**src/rtl/simmem_burst_delay_estimator.sv**
```systemverilog
// Per-burst latency model: walks an AXI burst beat by beat against one open row,
// accumulates the modelled cost, then releases the iid to the response banks.
module simmem_burst_delay_estimator #(
    parameter int AddrW             = 19,
    parameter int RowBufLenW        = 10,
    parameter int RowHitCost        = 4,
    parameter int PrechargeCost     = 2,
    parameter int ActivationCost    = 1,
    parameter int IidW              = 2,
    parameter int MaxBurstLenFieldW = 2,
    parameter int MaxBurstSizeField = 2,
    parameter int CntW              = 5
) (
    input  logic             clk_i,
    input  logic             rst_i,
    input  logic             req_valid_i,
    output logic             req_ready_o,
    input  logic             req_is_write_i,
    input  logic [IidW-1:0]  req_iid_i,
    input  logic [AddrW-1:0] req_addr_i,
    input  logic [7:0]       req_burst_len_i,
    input  logic [2:0]       req_burst_size_i,
    output logic             rel_valid_o,
    input  logic             rel_ready_i,
    output logic             rel_is_write_o,
    output logic [IidW-1:0]  rel_iid_o,
    output logic [1:0]       dbg_state_o
);

    // Handshakes: a transfer happens on a rising clk_i edge where valid and ready
    // are both high; valid never depends on ready, and the release payload is
    // held stable while rel_valid_o is high.

    localparam logic [1:0] IDLE = 2'd0;
    localparam logic [1:0] CALC = 2'd1;
    localparam logic [1:0] WAIT = 2'd2;
    localparam logic [1:0] REL  = 2'd3;

    localparam int NW   = MaxBurstLenFieldW + 1;
    localparam int RowW = AddrW - RowBufLenW;

    localparam logic [CntW-1:0] COST_HIT  = CntW'(RowHitCost);
    localparam logic [CntW-1:0] COST_OPEN = CntW'(ActivationCost + RowHitCost);
    localparam logic [CntW-1:0] COST_MISS = CntW'(PrechargeCost + ActivationCost + RowHitCost);
    localparam logic [2:0]      MAX_SIZE  = 3'(MaxBurstSizeField);

    logic [1:0]       state;
    logic             is_write_q;
    logic [IidW-1:0]  iid_q;
    logic [AddrW-1:0] beat_addr_q;
    logic [AddrW-1:0] stride_q;
    logic [NW-1:0]    n_q;
    logic [NW-1:0]    beats_left_q;
    logic [CntW-1:0]  acc_q;
    logic [RowW-1:0]  open_row_q;
    logic             open_row_valid_q;

    logic [2:0]       size_sel;
    logic [AddrW-1:0] stride_in;
    logic [NW-1:0]    n_in;
    logic [RowW-1:0]  beat_row;
    logic [CntW-1:0]  beat_cost;
    logic [CntW-1:0]  acc_next;

    always_comb begin
        size_sel  = (req_burst_size_i > MAX_SIZE) ? MAX_SIZE : req_burst_size_i;
        stride_in = AddrW'(1) << size_sel;
        n_in      = NW'(req_burst_len_i[MaxBurstLenFieldW-1:0]) + NW'(1);
        beat_row  = beat_addr_q[AddrW-1:RowBufLenW];
        if (!open_row_valid_q) begin
            beat_cost = COST_OPEN;
        end else if (beat_row == open_row_q) begin
            beat_cost = COST_HIT;
        end else begin
            beat_cost = COST_MISS;
        end
        acc_next = acc_q + beat_cost;
    end

    always_ff @(posedge clk_i) begin
        if (rst_i) begin
            state            <= IDLE;
            is_write_q       <= 1'b0;
            iid_q            <= '0;
            beat_addr_q      <= '0;
            stride_q         <= '0;
            n_q              <= '0;
            beats_left_q     <= '0;
            acc_q            <= '0;
            open_row_q       <= '0;
            open_row_valid_q <= 1'b0;
        end else begin
            case (state)
                IDLE: begin
                    if (req_valid_i) begin
                        is_write_q   <= req_is_write_i;
                        iid_q        <= req_iid_i;
                        beat_addr_q  <= req_addr_i;
                        stride_q     <= stride_in;
                        n_q          <= n_in;
                        beats_left_q <= n_in;
                        acc_q        <= '0;
                        state        <= CALC;
                    end
                end
                CALC: begin
                    beat_addr_q      <= beat_addr_q + stride_q;
                    beats_left_q     <= beats_left_q - NW'(1);
                    open_row_q       <= beat_row;
                    open_row_valid_q <= 1'b1;
                    // The N CALC cycles and the REL entry cycle are already part
                    // of the latency, so only the remainder is counted in WAIT.
                    if (beats_left_q == NW'(1)) begin
                        acc_q <= acc_next - CntW'(n_q) - CntW'(1);
                        state <= WAIT;
                    end else begin
                        acc_q <= acc_next;
                    end
                end
                WAIT: begin
                    acc_q <= acc_q - CntW'(1);
                    if (acc_q == CntW'(1)) begin
                        state <= REL;
                    end
                end
                REL: begin
                    if (rel_ready_i) begin
                        state <= IDLE;
                    end
                end
                default: state <= IDLE;
            endcase
        end
    end

    assign req_ready_o    = (state == IDLE) && !rst_i;
    assign rel_valid_o    = (state == REL);
    assign rel_is_write_o = is_write_q;
    assign rel_iid_o      = iid_q;
    assign dbg_state_o    = state;

endmodule
```
**config.mk**
```make
export PLATFORM = sky130hd
export DESIGN_NAME = simmem_burst_delay_estimator
export DESIGN_NICKNAME = d
export VERILOG_FILES = /design/src/rtl/simmem_burst_delay_estimator.sv
export SDC_FILE = /design/constraint.sdc
export NUM_CORES = 1
export LEC_CHECK = 0
export ABC_CLOCK_PERIOD_IN_PS = 3900
export BUFFER_PORTS_ARGS = -buffer_cell sky130_fd_sc_hd__clkbuf_2
export CORE_UTILIZATION = 35
export CTS_CLUSTER_SIZE = 16
export DETAILED_ROUTE_END_ITERATION = 8
export MAX_ROUTING_LAYER = met4
export PLACE_DENSITY = 0.57
export REMOVE_ABC_BUFFERS = 1
export SKIP_CTS_REPAIR_TIMING = 1
export SKIP_LAST_GASP = 1
export SYNTH_ARGS = -nofsm -noshare
export SYNTH_HDL_FRONTEND = slang
export SYNTH_SLANG_ARGS = --single-unit
```
**constraint.sdc**
```tcl
create_clock -name clk_i -period 3.9 [get_ports clk_i]
set_clock_uncertainty 0.05 [all_clocks]
set_input_delay 0.39 -clock clk_i [delete_from_list [all_inputs] [get_ports clk_i]]
set_output_delay 0.39 -clock clk_i [all_outputs]
set_load 0.03 [all_outputs]
```
==> results.py, run 1 <==
metrics = {
    "floorplan": {
        "fp.dieArea_sq_mm": 0.01032,
        "die_height_um": 101.6,
        "design.core.area_sq_mm": 0.009415,
        "placement_rows": 35,
        "floorplan.io_pins": 44,
        "die-width_um": 101.6,
        "start_util_pct": 36.85,
    },
    "drt": {
        "vias_per_cell": 5.350,
        "route.vias.total": 2980,
        "drcViolationCount": 0,
        "routed_wire_length_per_instance_um": 14.88,
        "detail_route.wirelength_um": 8289,
        "ant_nets": 0,
        "detailedRoute.firstIterationViolations": 100,
        "drt_pre_antenna_iters": 4,
    },
    "grt": {
        "number_of_antenna_violations_at_the_first_check_in_global_routing": 0,
        "grt_first_pass_wirelength_um": 13700,
        "globalRoute.totalOverflow": 0,
        "pin_count_of_the_biggest_net_entering_global_routing": 33,
        "via_count_of_the_first_global_routing_pass": 2820,
        "grt_util_all_layers_pct": 17.33,
    },
    "final_layout": {
        "antennaDiodeCount": 0,
        "postLayoutCoreUtil_pct": 40.88,
        "layout_commonest_cell": "sky130_fd_sc_hd__dfxtp_1",
        "area.growth.synth_to_final_pct": 10.93,
        "num-fill-cells": 959,
        "final_layout_size_suffix_gt1_share_pct": 15.89,
        "layout.nets": 491,
        "layout_common_cells": "sky130_fd_sc_hd__dfxtp_1, sky130_fd_sc_hd__nor2_1, sky130_fd_sc_hd__clkbuf_2",
        "finalInstanceArea_sq_mm": 0.003849,
    },
    "worst_setup_path": {
        "crit_path_end_kind": "register",
        "cpPeakStageDelay_ps": 510,
        "worst-endpoint-arrival_ps": 3500,
        "path_buf_inv": 3,
        "path_delay_family": "adder cells",
        "reg2reg_slack_ps": 590,
        "worst_setup_path_start_kind": "register",
        "critPathSlowestCell": "sky130_fd_sc_hd__dfxtp_1",
        "worstPathCellList": "xor2_1 > nor3_1 > nand4_1 > inv_1 > nand2_1 > ha_1 > inv_1 > fa_1 > inv_1 > ha_1 > a21o_1 > a211oi_1 > xor2_1 > nand4_1 > a21oi_1",
        "timing_worst_setup_path_type": "reg2reg",
        "worstPathMaxFanout": 9,
        "cp.required_ps": 4090,
        "cpMostUsedCell": "sky130_fd_sc_hd__inv_1",
    },
    "logic_synthesis": {
        "synth_seq_area_share_pct": 30.58,
        "synth_area_per_cell_sq_um": 8.588,
        "synth_async_sr_flop_share_pct": 0,
        "number_of_enable_type_register_cells_in_the_synthesized_netlist": 0,
        "syn-instance-count": 404,
        "synth.cell_area_sq_mm": 0.003470,
        "prevailing_post_synth_register_cell": "sky130_fd_sc_hd__dfxtp_1",
        "yosys.cell_types.count": 70,
        "ffs_latches_synth": 53,
        "ys_warn_count": 0,
    },
    "min_path": {
        "timing.hold.worst.class": "in2reg",
    },
    "cts": {
        "cts_sinks": 53,
        "h-tree-depth": 2,
        "worstSkewPairLatency_ps": 310,
        "cts_buffers": 5,
        "tritoncts_clock_tree": "done",
        "path_clk_slew_ps": 100,
        "cts-root-to-sink-buffers": 2,
        "cts-root-buf": "sky130_fd_sc_hd__clkbuf_8",
    },
    "job": {
        "max_cap_violations": 0,
    },
    "timing": {
        "finalWorstPathRequiredPeriod_ps": 3311,
        "layout_setup_ws_ps": 588.7,
        "max_clock_freq_mhz": 302.0,
        "finalHoldViolations": 0,
        "worstMarginPinSlew_ps": 891.4,
        "holdWs_ps": 242.2,
        "grt_setup_unrepaired": "false",
        "finalSetupViolCount": 0,
        "setup-tns-final_ps": 0,
        "slew_headroom_pct": 40.56,
        "final_min_period_over_clock_period_pct": 84.90,
        "timing.final.max_slew_violations": 0,
    },
    "power": {
        "power.leakage_nw": 1.596,
        "power_density_mw_per_mm2": 668.0,
        "vdd_ir_drop_max_v": 0.0002203,
    },
    "placement": {
        "postPlaceCellArea_sq_mm": 0.003745,
        "port_buffers": 37,
        "dp_hpwl_um": 5819,
        "worst_setup_slack_after_placement_ps": 631.5,
        "gp_routability_congestion": 0.8146,
    },
    "status": {
        "outcome": "complete, no violations",
    },
}
cells by family (layout without fill, tap and decap cells):
kind of cell	after synthesis	count (layout)	share of synthesized area (%)
xor+xnor	17	17	4.291
mux	18	18	5.193
buf+inv	48	72	5.842
compound gates	114	114	25.17
fa+ha+maj	26	26	10.03
flops	53	53	30.58
simple gates	128	128	18.90
cells in the mapped netlist (3+ instances only):
cell type / n / share of area (%)
sky130_fd_sc_hd__dfxtp_1: 53 / 31
sky130_fd_sc_hd__o21a_1: 3 / 0.65
sky130_fd_sc_hd__nand4_1: 4 / 0.72
sky130_fd_sc_hd__clkbuf_1: 10 / 1.1
sky130_fd_sc_hd__a21oi_1: 27 / 3.9
sky130_fd_sc_hd__o211ai_1: 5 / 1.1
sky130_fd_sc_hd__nand2b_1: 5 / 0.90
sky130_fd_sc_hd__o21ai_0: 10 / 1.4
sky130_fd_sc_hd__buf_2: 8 / 1.2
sky130_fd_sc_hd__nand2_1: 30 / 3.2
sky130_fd_sc_hd__ha_1: 23 / 8.3
sky130_fd_sc_hd__and4_1: 3 / 0.76
sky130_fd_sc_hd__a21o_1: 5 / 1.1
sky130_fd_sc_hd__fa_1: 3 / 1.7
sky130_fd_sc_hd__nor2b_1: 6 / 1.1
sky130_fd_sc_hd__xnor2_1: 6 / 1.5
sky130_fd_sc_hd__buf_1: 4 / 0.43
sky130_fd_sc_hd__a211oi_1: 10 / 2.2
sky130_fd_sc_hd__inv_1: 21 / 2.3
sky130_fd_sc_hd__o22ai_1: 8 / 1.4
sky130_fd_sc_hd__buf_4: 3 / 0.65
sky130_fd_sc_hd__mux2i_1: 18 / 5.2
sky130_fd_sc_hd__and2_1: 8 / 1.4
sky130_fd_sc_hd__nor2_1: 39 / 4.2
sky130_fd_sc_hd__nor4_1: 6 / 1.1
sky130_fd_sc_hd__nor3_1: 8 / 1.2
sky130_fd_sc_hd__xor2_1: 11 / 2.8
sky130_fd_sc_hd__a22oi_1: 6 / 1.3
sky130_fd_sc_hd__nand3_1: 7 / 1.0
sky130_fd_sc_hd__a311oi_1: 3 / 0.76
flip-flops by register name, indices dropped and copies added, names as in the netlist:
name              count
acc_q                 5
rel_iid_o             2
n_q                   3
rel_is_write_o        1
open_row_q            9
open_row_valid_q      1
beats_left_q          3
stride_q              8
dbg_state_o           2
beat_addr_q          19
path summary, 6_finish.rpt:
path,from,to,depth (start not counted)
setup / recovery,beat_addr_q[10],acc_q[3],15
hold / removal,req_iid_i[0],rel_iid_o[0],3
setup reg to reg,beat_addr_q[10],acc_q[3],15
hold reg to reg,n_q[2],n_q[2],2
routing by layer:
layer / vias up / global-route usage (%) / part of all wire, %
met2: 40 / 27.81 / 47
met4: 0 / 3.567 / 0.78
li1: 1507 / - / -
met5: - / - / 0
met1: 1429 / 23.00 / 50
met3: 4 / 2.692 / 2.6
cell type report:
| cell class | count | area [sq um] | area share (%) |
|---|---|---|---|
| inverter | 22 | 82.58 | 2.146 |
| sequential | 53 | 1061 | 27.57 |
| clock buffer | 5 | 68.82 | 1.788 |
| clock inverter | 2 | 35.03 | 0.9103 |
| multi-input combinational | 303 | 2210 | 57.41 |
| tap | 129 | 161.4 | 4.194 |
| timing repair buffer | 43 | 230.2 | 5.982 |
through the flow:
step / cells / power [W]
after floorplan: 378 / 0.001833
after detailed placement: 550 / 0.002212
after global routing: 557 / 0.002783
after CTS: 557 / 0.002589
final: 557 / 0.002571
after global placement: 550 / 0.002175
power by group:
| part | switching (W) | total, W | leakage (nW) | internal [W] |
|---|---|---|---|---|
| Clock | 0.000185 | 0.000372 | 0.0540 | 0.000187 |
| Combinational | 0.000847 | 0.00137 | 1.11 | 0.000528 |
| Sequential | 0.000146 | 0.000824 | 0.433 | 0.000679 |
tightest hold or removal path, stage by stage:
cell                       delay [ps]
sky130_fd_sc_hd__clkbuf_2          80
sky130_fd_sc_hd__nand2_1           40
sky130_fd_sc_hd__a21oi_1           50
Note: power is estimated with default switching activity, not from simulation.
==> run 2: changes to the inputs <==
ABC_CLOCK_PERIOD_IN_PS = 2700   (was 3900)
PLACE_DENSITY = 0.59   (was 0.57)
clock period = 2.7 ns   (was 3.9 ns; I/O delays follow)
==> run 2 against run 1 <==
Net effect: the flow now finishes with violations (setup timing); first-iteration DRC count up 16%; critical path depth stayed put; core utilization rose by 2.3 points; count of clock-buffer cells in the layout grew 1; highest routed layer unchanged.
==> results.py, run 2 (synthesis gave the netlist of run 1 again) <==
metrics = {
    "status": {
        "outcome": "finished, violations left",
        "violations": "setup timing",
    },
    "floorplan": {
        "fp.dieArea_sq_mm": 0.01032,
        "die_height_um": 101.6,
        "design.core.area_sq_mm": 0.009415,
        "start_util_pct": 36.85,
        "placement_rows": 35,
        "die-width_um": 101.6,
        "floorplan.io_pins": 44,
    },
    "grt": {
        "grt_first_pass_wirelength_um": 14360,
        "grt_util_all_layers_pct": 18.08,
        "pin_count_of_the_biggest_net_entering_global_routing": 31,
        "globalRoute.totalOverflow": 0,
        "via_count_of_the_first_global_routing_pass": 2945,
        "number_of_antenna_violations_at_the_first_check_in_global_routing": 0,
    },
    "timing": {
        "finalWorstPathRequiredPeriod_ps": 2979,
        "grt_setup_unrepaired": "true",
        "finalSetupViolCount": 4,
        "slew_headroom_pct": 53.15,
        "layout_setup_ws_ps": -279.1,
        "max_clock_freq_mhz": 335.7,
        "timing.final.max_slew_violations": 0,
        "worstMarginPinSlew_ps": 702.7,
        "setup-tns-final_ps": -789.1,
        "final_min_period_over_clock_period_pct": 110.3,
        "finalHoldViolations": 0,
    },
    "placement": {
        "gp_routability_congestion": 0.7960,
        "dp_hpwl_um": 6228,
        "port_buffers": 37,
        "postPlaceCellArea_sq_mm": 0.003880,
    },
    "worst_setup_path": {
        "worst_setup_path_start_kind": "register",
        "timing_worst_setup_path_type": "reg2reg",
        "worst-endpoint-arrival_ps": 3170,
        "reg2reg_slack_ps": -280,
        "crit_path_end_kind": "register",
        "worstPathMaxFanout": 3,
        "cp.required_ps": 2900,
        "timing.reg2reg.worst_path_depth": 15,
    },
    "power": {
        "vdd_ir_drop_max_v": 0.0003899,
        "pwr-share-comb_pct": 56.6,
        "p_clk_share_pct": 14.4,
        "power.switching_w": 0.001765,
        "internal-power_w": 0.002200,
        "power_density_mw_per_mm2": 975.0,
        "switching_share_pct": 44.51,
        "sequentialPowerShare_pct": 28.9,
        "power.leakage_nw": 1.699,
    },
    "final_layout": {
        "num-fill-cells": 953,
        "layout_common_cells": "sky130_fd_sc_hd__dfxtp_1, sky130_fd_sc_hd__nor2_1, sky130_fd_sc_hd__clkbuf_2",
        "register_ranked_first_by_flip_flop_count": "beat_addr_q",
        "area.growth.synth_to_final_pct": 17.20,
        "largest_register_ffs": 19,
        "postLayoutCoreUtil_pct": 43.19,
        "layout.nets": 510,
        "area_of_combinational_cells_with_multiple_inputs_sq_mm": 0.002266,
        "finalInstanceArea_sq_mm": 0.004066,
        "antennaDiodeCount": 0,
        "ff_latch_area_sq_mm": 0.001064,
        "layout_commonest_cell": "sky130_fd_sc_hd__dfxtp_1",
        "largestRegisters": "beat_addr_q x19, open_row_q x9, stride_q x8",
        "final_layout_size_suffix_gt1_share_pct": 22.54,
    },
    "min_path": {
        "timing.hold.worst.class": "in2reg",
        "worstHoldPathCells": 3,
    },
    "cts": {
        "h-tree-depth": 2,
        "path_clk_slew_ps": 100,
        "cts_sinks": 53,
        "tritoncts_clock_tree": "done",
        "cts-root-buf": "sky130_fd_sc_hd__clkbuf_8",
        "worstSkewPairLatency_ps": 310,
        "cts-root-to-sink-buffers": 2,
        "cts_buffers": 5,
    },
    "drt": {
        "detailedRoute.firstIterationViolations": 116,
        "vias_per_cell": 5.324,
        "drcViolationCount": 0,
        "route.vias.total": 3072,
        "detail_route.wirelength_um": 8511,
        "drt_pre_antenna_iters": 4,
        "ant_nets": 0,
        "routed_wire_length_per_instance_um": 14.75,
    },
    "job": {
        "max_cap_violations": 0,
    },
}
-- run 2: power groups by stage --
stage	logic [W]	clock network, W	registers, W
finish	0.00225	0.000572	0.00115
global route	0.00250	0.000625	0.00117
CTS	0.00219	0.000595	0.00114
detailed placement	0.00218	0	0.00116
global placement	0.00215	0	0.00115
floorplan	0.00144	0	0.00121
-- run 2: layout make-up --
cell class | count | share of cell area (%)
well taps | 129 | 3.969
repair buffers | 62 | 9.169
inverters | 22 | 2.031
flip-flops and latches | 53 | 26.15
clock buffers | 6 | 2.031
multi-input cells | 303 | 55.72
clock inverters | 2 | 0.9231
-- run 2: stage by stage --
stage          hold WS [ps]  setup slack (ps)  cells  total power (W)
2_1_floorplan         289.1            -435.5    378         0.002647
3_3_place_gp          392.9            -281.1    568         0.003297
3_5_place_dp          399.1            -430.9    568         0.003336
4_1_cts               117.8            -475.1    576         0.003927
5_1_grt               127.7            -418.1    577         0.004298
6_report              124.0            -279.1    577         0.003965
-- run 2: final timing paths --
kind	startpoint	endpoint
min reg2reg	n_q[2]	n_q[2]
max	beat_addr_q[15]	acc_q[3]
min	req_is_write_i	rel_is_write_o
max reg2reg	beat_addr_q[15]	acc_q[3]
-- run 2: worst max-delay path: stages (launching register included) --
cell and delay (ps):
sky130_fd_sc_hd__dfxtp_2 340, sky130_fd_sc_hd__xor2_1 150, sky130_fd_sc_hd__nor4_1 300, sky130_fd_sc_hd__nand4_1 150, sky130_fd_sc_hd__inv_1 90, sky130_fd_sc_hd__nand2_2 70, sky130_fd_sc_hd__ha_4 160, sky130_fd_sc_hd__inv_2 50
sky130_fd_sc_hd__fa_1 420, sky130_fd_sc_hd__inv_2 110, sky130_fd_sc_hd__ha_4 200, sky130_fd_sc_hd__a21o_1 180, sky130_fd_sc_hd__a211oi_2 200, sky130_fd_sc_hd__xor2_1 160, sky130_fd_sc_hd__nand4_1 120, sky130_fd_sc_hd__a21oi_2 180
-- run 2: routing by layer --
layer	GRT usage, %	up-vias	part of all wire [%]
met5	-	-	0
li1	-	1553	-
met3	2.346	4	3.5
met2	29.37	55	47
met1	24.09	1460	49
met4	3.344	0	0.72
